**config.mk**
```make
export PLATFORM = sky130hd
export DESIGN_NAME = load_store_unit
export DESIGN_NICKNAME = d
export VERILOG_FILES = /design/src/rtl/load_store_unit_pkg.sv /design/src/rtl/load_store_unit_load_align.sv /design/src/rtl/load_store_unit.sv
export SDC_FILE = /design/constraint.sdc
export NUM_CORES = 1
export LEC_CHECK = 0
export CAP_MARGIN = 5
export CORE_UTILIZATION = 48
export DETAILED_ROUTE_END_ITERATION = 10
export PLACE_DENSITY = 0.84
export SYNTH_ARGS = -nofsm -noshare
export SYNTH_HDL_FRONTEND = slang
export SYNTH_SLANG_ARGS = --single-unit
```
**constraint.sdc**
```tcl
create_clock -name clk -period 4.6 [get_ports clk]
set_input_delay 0.92 -clock clk [delete_from_list [all_inputs] [get_ports clk]]
set_output_delay 0.92 -clock clk [all_outputs]
set_load 0.02 [all_outputs]
```
**src/rtl/load_store_unit_pkg.sv**
```systemverilog
// Shared types for the load/store unit: micro-ops, the execute-side request,
// the FSM state encoding and the bus request/response bundles.
package load_store_unit_pkg;

   typedef enum logic [3:0] {
      OP_NOP  = 4'd0,
      OP_LB   = 4'd1,
      OP_LBU  = 4'd2,
      OP_LH   = 4'd3,
      OP_LHU  = 4'd4,
      OP_LW   = 4'd5,
      OP_FLWS = 4'd6,
      OP_SB   = 4'd7,
      OP_SH   = 4'd8,
      OP_SW   = 4'd9,
      OP_FSWS = 4'd10
   } op_t;

   // mask/wdata arrive right-justified; the unit lanes them by addr[1:0].
   typedef struct packed {
      logic [31:0] addr;
      logic        load;
      logic        store;
      logic [3:0]  mask;
      logic [31:0] wdata;
   } mem_req_t;

   typedef enum logic [2:0] {
      ST_IDLE  = 3'd0,
      ST_REQ   = 3'd1,
      ST_WAIT  = 3'd2,
      ST_DONE  = 3'd3,
      ST_DRAIN = 3'd4
   } lsu_state_t;

   typedef struct packed {
      logic        valid;
      logic        we;
      logic [3:0]  mask;
      logic [31:0] addr;
      logic [31:0] wdata;
   } lsu_bus_req_t;

   typedef struct packed {
      logic        valid;
      logic        err;
      logic [31:0] rdata;
   } lsu_bus_resp_t;

   function automatic logic [31:0] word_addr(input logic [31:0] a);
      return {a[31:2], 2'b00};
   endfunction

endpackage

```
**src/rtl/load_store_unit_load_align.sv**
```systemverilog
// Selects the addressed byte/half of a read word and sign- or zero-extends it
// according to the load micro-op; non-load ops yield zero.
module load_align
   import load_store_unit_pkg::*;
(
   input  op_t         op,
   input  logic [1:0]  addr_lo,
   input  logic [31:0] rdata,
   output logic [31:0] data
);

   logic [7:0]  byte_sel;
   logic [15:0] half_sel;

   always_comb begin
      byte_sel = 8'h00;
      case (addr_lo)
         2'd0:    byte_sel = rdata[7:0];
         2'd1:    byte_sel = rdata[15:8];
         2'd2:    byte_sel = rdata[23:16];
         default: byte_sel = rdata[31:24];
      endcase
      half_sel = addr_lo[1] ? rdata[31:16] : rdata[15:0];

      data = '0;
      case (op)
         OP_LB:         data = {{24{byte_sel[7]}}, byte_sel};
         OP_LBU:        data = {24'h0, byte_sel};
         OP_LH:         data = {{16{half_sel[15]}}, half_sel};
         OP_LHU:        data = {16'h0, half_sel};
         OP_LW, OP_FLWS: data = rdata;
         default:       data = '0;
      endcase
   end

endmodule

```
**src/rtl/load_store_unit.sv**
```systemverilog
// Single-outstanding load/store unit: accepts one access from execute, runs one
// bus request/response, and reports an aligned result or an access fault.
module load_store_unit
   import load_store_unit_pkg::*;
#(
   parameter int TIMEOUT_CYCLES = 255
) (
   input  logic        clk,
   input  logic        rst,
   input  logic        flush,
   input  op_t         op,
   input  mem_req_t    mem_req,
   output logic        lsu_busy,
   output logic        result_valid,
   output logic [31:0] load_data,
   output logic        load_fault,
   output logic        store_fault,
   output logic [31:0] fault_addr,
   output logic        bus_req_valid,
   input  logic        bus_req_ready,
   output logic [31:0] bus_addr,
   output logic        bus_we,
   output logic [3:0]  bus_mask,
   output logic [31:0] bus_wdata,
   input  logic        bus_resp_valid,
   input  logic [31:0] bus_rdata,
   input  logic        bus_resp_err,
   output lsu_state_t  lsu_state
);

   localparam logic [7:0] TMO_LAST = 8'(TIMEOUT_CYCLES - 1);

   lsu_state_t    state_q;
   logic [7:0]    cnt_q;
   logic [31:0]   addr_q;
   op_t           op_q;
   logic          is_load_q;
   logic          is_store_q;
   lsu_bus_req_t  bus_req_q;
   logic          result_valid_q;
   logic [31:0]   load_data_q;
   logic          load_fault_q;
   logic          store_fault_q;
   logic [31:0]   fault_addr_q;

   lsu_bus_resp_t resp;
   logic          accept;
   logic          timeout_hit;
   logic [3:0]    mask_aligned;
   logic [31:0]   wdata_aligned;
   logic [31:0]   aligned_d;

   assign resp          = '{valid: bus_resp_valid, err: bus_resp_err, rdata: bus_rdata};
   assign accept        = ~rst & ((state_q == ST_IDLE) | (state_q == ST_DONE))
                        & (mem_req.load | mem_req.store) & ~flush;
   assign timeout_hit   = (cnt_q == TMO_LAST);
   assign mask_aligned  = mem_req.mask << mem_req.addr[1:0];
   assign wdata_aligned = mem_req.wdata << {mem_req.addr[1:0], 3'b000};

   load_align u_align (
      .op      (op_q),
      .addr_lo (addr_q[1:0]),
      .rdata   (resp.rdata),
      .data    (aligned_d)
   );

   // Bus request: bus_req_valid and all bus_* fields stay constant from entry
   // into REQ until the cycle bus_req_ready is sampled high (or a flush drops it);
   // a response is only honoured while an access is in WAIT or DRAIN.
   always_ff @(posedge clk) begin
      if (rst) begin
         state_q        <= ST_IDLE;
         cnt_q          <= '0;
         addr_q         <= '0;
         op_q           <= OP_NOP;
         is_load_q      <= 1'b0;
         is_store_q     <= 1'b0;
         bus_req_q      <= '0;
         result_valid_q <= 1'b0;
         load_data_q    <= '0;
         load_fault_q   <= 1'b0;
         store_fault_q  <= 1'b0;
         fault_addr_q   <= '0;
      end else begin
         result_valid_q <= 1'b0;
         load_data_q    <= '0;
         load_fault_q   <= 1'b0;
         store_fault_q  <= 1'b0;
         fault_addr_q   <= '0;
         case (state_q)
            ST_IDLE, ST_DONE: begin
               if (accept) begin
                  addr_q     <= mem_req.addr;
                  op_q       <= op;
                  is_load_q  <= mem_req.load;
                  is_store_q <= mem_req.store;
                  bus_req_q  <= '{valid: 1'b1, we: mem_req.store, mask: mask_aligned,
                                 addr: word_addr(mem_req.addr), wdata: wdata_aligned};
                  state_q    <= ST_REQ;
               end else begin
                  state_q <= ST_IDLE;
               end
            end
            ST_REQ: begin
               if (flush) begin
                  bus_req_q <= '0;
                  cnt_q     <= '0;
                  state_q   <= bus_req_ready ? ST_DRAIN : ST_IDLE;
               end else if (bus_req_ready) begin
                  bus_req_q <= '0;
                  cnt_q     <= '0;
                  state_q   <= ST_WAIT;
               end
            end
            ST_WAIT: begin
               if (flush) begin
                  // A response coincident with the flush is already the drained one.
                  state_q <= (resp.valid | timeout_hit) ? ST_IDLE : ST_DRAIN;
                  cnt_q   <= cnt_q + 8'd1;
               end else if (resp.valid | timeout_hit) begin
                  state_q        <= ST_DONE;
                  result_valid_q <= 1'b1;
                  if (~resp.valid | resp.err) begin
                     load_fault_q  <= is_load_q;
                     store_fault_q <= is_store_q;
                     fault_addr_q  <= addr_q;
                  end else if (is_load_q) begin
                     load_data_q <= aligned_d;
                  end
               end else begin
                  cnt_q <= cnt_q + 8'd1;
               end
            end
            ST_DRAIN: begin
               if (resp.valid | timeout_hit) begin
                  state_q <= ST_IDLE;
               end else begin
                  cnt_q <= cnt_q + 8'd1;
               end
            end
            default: state_q <= ST_IDLE;
         endcase
      end
   end

   assign lsu_busy      = (state_q == ST_REQ) | (state_q == ST_WAIT) | (state_q == ST_DRAIN) | accept;
   assign result_valid  = result_valid_q;
   assign load_data     = load_data_q;
   assign load_fault    = load_fault_q;
   assign store_fault   = store_fault_q;
   assign fault_addr    = fault_addr_q;
   assign bus_req_valid = bus_req_q.valid;
   assign bus_addr      = bus_req_q.addr;
   assign bus_we        = bus_req_q.we;
   assign bus_mask      = bus_req_q.mask;
   assign bus_wdata     = bus_req_q.wdata;
   assign lsu_state     = state_q;

endmodule

```
# Yosys cells after proc, flatten, opt, wreduce, memory -nomap -nowiden

Cells that the tools add are included.

Output and inout bits: 141
Bits in read-only memories: 0
Input port bits: 112
Bits in registers: 186
Memory bits (writable): 0
Memories kept: 0
Latch bits: 0

Div/mod/pow operators: 0
Bitwise logic cells: 17
Muxes and demuxes: 22
Shift operators: 2
Eq/ne operators: 17
$mul: 0
Reductions and logical operators: 13
Order comparisons: 0
Add/sub/neg operators: 1

Operator list:

| kind                | number |
|---|---|
| $mux 70             | 3 |
| $pmux 32 s5         | 1 |
| $pmux 70 s2         | 1 |
| $pmux 8 s3          | 2 |
| $mux 8              | 4 |
| $shl 32x5->32       | 1 |
| $mux 3              | 7 |
| $mux 16             | 1 |
| $eq 4x3->1 const B  | 3 |
| $pmux 3 s4          | 1 |
| $add 8x1->8 const B | 1 |
| $eq 4x2->1 const B  | 2 |
| $eq 8x8->1 const B  | 1 |
| $not 1->1           | 7 |
| $or 1x1->1          | 7 |
| $eq 3x2->1 const B  | 2 |
| $ne 3x3->1 const B  | 2 |
| $reduce_and 3->1    | 2 |
| $reduce_or 6->1     | 1 |
| $reduce_or 5->1     | 1 |
| $eq 4x1->1 const B  | 1 |
| $ne 2x2->1 const B  | 2 |
| $reduce_and 2->1    | 2 |
| $reduce_or 2->1     | 2 |
| 12 further kinds    | 15 |

# Logic depth before layout (Yosys ltp)

Gate-level depths: netlist of the first run.

Depth in word-level cells: 7
Mapped depth: 9
Mapped depth without buffers: 7

# Hierarchy

From an unflattened synthesis of the first run, not the netlist that was laid out.

Cell total of the unflattened synthesis: 777
Area, all modules: 7195.7 um^2

By module, submodules not included:

| module          | cells each | area each (um^2) | times used |
|---|---|---|---|
| load_store_unit | 672        | 6316.1           | 1 |
| load_align      | 105        | 879.6            | 1 |

# Worst setup path after synthesis of the first run

No wires, ideal clock.

Path kind: input to output
Start point: in flush
End point: out lsu_busy
Arrival: 1.997 ns
Cell stages on the path: 5
Path buffers: 1
Slack: 1.683 ns
Path through: or3_1 nor2_1 o21ai_1 clkbuf_1 nand3_1

Word-level cells in the longest chain between the ends: 3

Ends and longest elaborated chain:

| item               | line                   | text |
|---|---|---|
| start: declaration | load_store_unit.sv:10  | `input logic flush,` |
| $not 1->1          | load_store_unit.sv:55  | `& (mem_req.load \| mem_req.store) & ~flush;` |
| $and 1x1->1        | load_store_unit.sv:55  |  |
| $or 1x1->1         | load_store_unit.sv:146 | `assign lsu_busy = (state_q == ST_REQ) \| (state_q == ST_WAIT) \| (state_q == ST_DRAIN) \| accept;` |
| end: declaration   | load_store_unit.sv:13  | `output logic lsu_busy,` |

No other way between the ends.

# Worst setup path in the final report of the first run

Same ends and word-level chain as after synthesis.

==> metrics.yaml, run 1 <==
run_status:
  status: "completed"
clock_network:
  cts_root_buf: "clkbuf_16"
  path_clk_slew_ns: 0.07
  cts_tree: "built"
  cts.hold.buffers_added: 0
  clk_path_buf_depth: 2
  h-tree-depth: 4
  cts_setup_buffers: 0
  clock_latency_ns: 0.44
  cts_resized: 0
  cts_inserted_buffers: 17
  cts_sinks: 184
sta:
  relSlewSlack: 0.136
  min_period_over_period: 0.851
  setup_viol: 0
  rsz0062_at_grt: "no"
  fmax_ghz: 0.255
  worstMarginPinSlew_ns: 1.29
  min_period_ns: 3.91
  maxSlewViolCount: 0
  hold_violations: 0
  clock_skew_ns: 0.0138
  finalSetupTns_ns: 0
logic_synthesis:
  synthSimpleGateAreaFrac: 0.202
  synth_most_common_cell: "nand2_1"
  synth_cell_type_count: 57
  synth.top_cells.by_count: "nand2_1, dfxtp_1, a21oi_1, clkbuf_1, and2_1"
  synthAdderAreaFrac: 0.00360
  synth_seq_cells: 184
  yosysTopAreaCell: "dfxtp_1"
  synth_xor_area_frac: 0.00252
  synth_top_family_by_area: "simple AND/OR/NAND/NOR gates"
  synth-edff-count: 0
  synth_flop_cell: "dfxtp_1"
  ys_seq_area_frac: 0.530
  synth.cell_area_um2: 6950
  avgSynthCellArea_um2: 9.16
  netlist.area_leader.share: 0.530
  netlist_instances: 758
  yosysWarningCount: 0
  synthMuxAreaShare: 0.0531
  synth_async_sr_flop_share: 0
  yosys-top-cells-area: "dfxtp_1, nand2_1, a21oi_1, and2_1, mux2i_1"
  synth_compound_area_frac: 0.171
pwr:
  switching_power_mw: 0.934
  p_total_mw: 3.61
  power_density_nw_per_um2: 356
  ir_drop_mv: 0.245
  cellInternalPower_mw: 2.67
  p_clk_frac: 0.408
  p_sw_frac: 0.259
  power.leakage_nw: 3.77
  comb_power_share: 0.125
  power_frac_seq: 0.467
floorplan:
  rows: 43
  die_w_um: 122
  initial_core_util: 0.497
  io_pins: 253
  die-height_um: 122
  core_um2: 14000
  die-area_um2: 15000
grt:
  grt_util_met2: 0.454
  met1_usage: 0.304
  grt_max_degree: 69
  busiest_layer: "met2"
  antenna_found_initial: 0
  grt-ovfl-total: 0
  grt_pass1_wl_um: 30500
  grt_use_met3: 0.0976
  grtUsageTotal: 0.268
  grt_pass1_vias: 5957
worst_setup_path:
  worstReg2RegEnd: "load_data[11]"
  worstSetupPathType: "input port to output port"
  cp-start-kind: "input port"
  path_max_fanout: 8
  timing.reg2reg.setup_slack_ns: 1.92
  critPathRequiredTime_ns: 3.68
  r2r_cells: 5
  crit_arrival_ns: 2.99
  r2r-start: "lsu_state[1]"
  crit_path_end_kind: "output port"
min_path:
  holdCritPathClass: "flop to flop"
  hp-start: "bus_addr[18]"
  holdPathEnd: "bus_addr[18]"
  hold_depth: 2
drt:
  viasPerCell: 5.31
  vias: 6231
  ant_nets: 0
  routedWlPerCell_um: 16.7
  wirelength_um: 19600
  drc: 0
  dr.first_iter.drc_count: 366
  dr.pass1.iters: 5
placement:
  placed_area_um2: 9520
  port_buffers: 250
  hpwl_um: 13500
  gp_congestion: 0.852
flow_run:
  max-cap-violations: 0
cells_and_area:
  design_area_um2: 10100
  diodes: 0
  drive_above_1_share: 0.0815
  final_net_count: 1095
  area_growth_pct: 45.8
-- logic make-up after synthesis --
kind of cell,Yosys count
XOR/XNOR,2
adder cells (fa/ha/maj),2
buffers and inverters,58
other,1
AND/OR/NAND/NOR,307
flip-flops,184
multiplexers,29
AO/OA/AOI/OAI,175
-- stage by stage --
step	setup WS [ns]	cells	hold slack, ns	utilization
floorplan	1.68	759	0.430	-
global placement	0.723	1142	0.429	0.681
detailed placement	0.686	1142	0.435	0.681
CTS	0.676	1174	0.445	0.724
global route	0.575	1174	0.460	0.724
finish	0.686	1174	0.444	0.724
-- worst max-delay path, cell delays in order --
cell and delay [ns]:
clkdlybuf4s50_1 0.53, or3_1 0.47, nor2_1 0.28, o21ai_4 0.09, nand3_1 0.09, clkdlybuf4s50_1 0.61
-- metal layers --
layer,up-vias,share of wire
met5,-,0
met4,0,0.022
met3,37,0.093
met2,260,0.50
met1,2894,0.39
li1,3040,-
-- worst max path at each step --
stage / depth (start not counted) / start / slack (ns) / endpoint
finish: 6 / flush / 0.69 / lsu_busy
global route: 6 / flush / 0.58 / lsu_busy
CTS: 6 / flush / 0.68 / lsu_busy
detailed placement: 6 / flush / 0.69 / lsu_busy
global placement: 6 / flush / 0.72 / lsu_busy
floorplan: 5 / flush / 1.68 / lsu_busy
-- power groups by stage --
stage	sequential (mW)	combinational, mW	clock [mW]
finish	1.69	0.450	1.47
global route	1.69	0.482	1.56
CTS	1.68	0.451	1.49
detailed placement	1.72	0.447	0
global placement	1.72	0.442	0
floorplan	1.76	0.170	0
-- final cells by class --
type / count / area [µm²]
inverter: 3 / 11.3
clock inverter: 13 / 156
tap: 180 / 225
timing repair buffer: 258 / 2560
sequential: 184 / 3680
clock buffer: 19 / 453
multi-input combinational: 517 / 3040
fill: 1078 / 3860
-- registers in the layout (all words and copies together), names as in the netlist --
name,cells
addr_q,32
bus_wdata,32
fault_addr,32
load_data,32
bus_addr,30
cnt_q,8
bus_mask,4
op_q,4
lsu_state,3
bus_req_valid,1
bus_we,1
is_load_q,1
is_store_q,1
load_fault,1
result_valid,1
store_fault,1
-- placed cells by master (no fill, tap or decap), types with 4 or more instances in the layout --
cell,count
clkdlybuf4s50_1,249
nand2_1,190
dfxtp_1,184
a21oi_1,60
and2_1,35
nor2_1,27
mux2i_1,20
a21oi_2,19
o21ai_1,18
clkbuf_16,17
nand2b_1,12
nor2b_1,11
a22o_1,9
a211o_1,9
a32o_1,9
o21ai_0,8
a22oi_1,8
buf_4,8
mux4_2,6
a222oi_1,6
a211oi_1,5
a21o_1,4
or3_1,4
nand3_1,4
nor3_1,4
a31oi_1,4
clkinv_4,4
Power figures use the tool's default switching activity.
==> run 2: changes to the inputs <==
--- a/config.mk
+++ b/config.mk
@@ -6,9 +6,11 @@
 export NUM_CORES = 1
 export LEC_CHECK = 0
 export CAP_MARGIN = 5
+export CORE_MARGIN = 1
 export CORE_UTILIZATION = 48
 export DETAILED_ROUTE_END_ITERATION = 10
 export PLACE_DENSITY = 0.84
+export SKIP_LAST_GASP = 1
 export SYNTH_ARGS = -nofsm -noshare
 export SYNTH_HDL_FRONTEND = slang
 export SYNTH_SLANG_ARGS = --single-unit
==> results of run 2 <==
The final DEF is identical to that of run 1; final timing and power are the same.
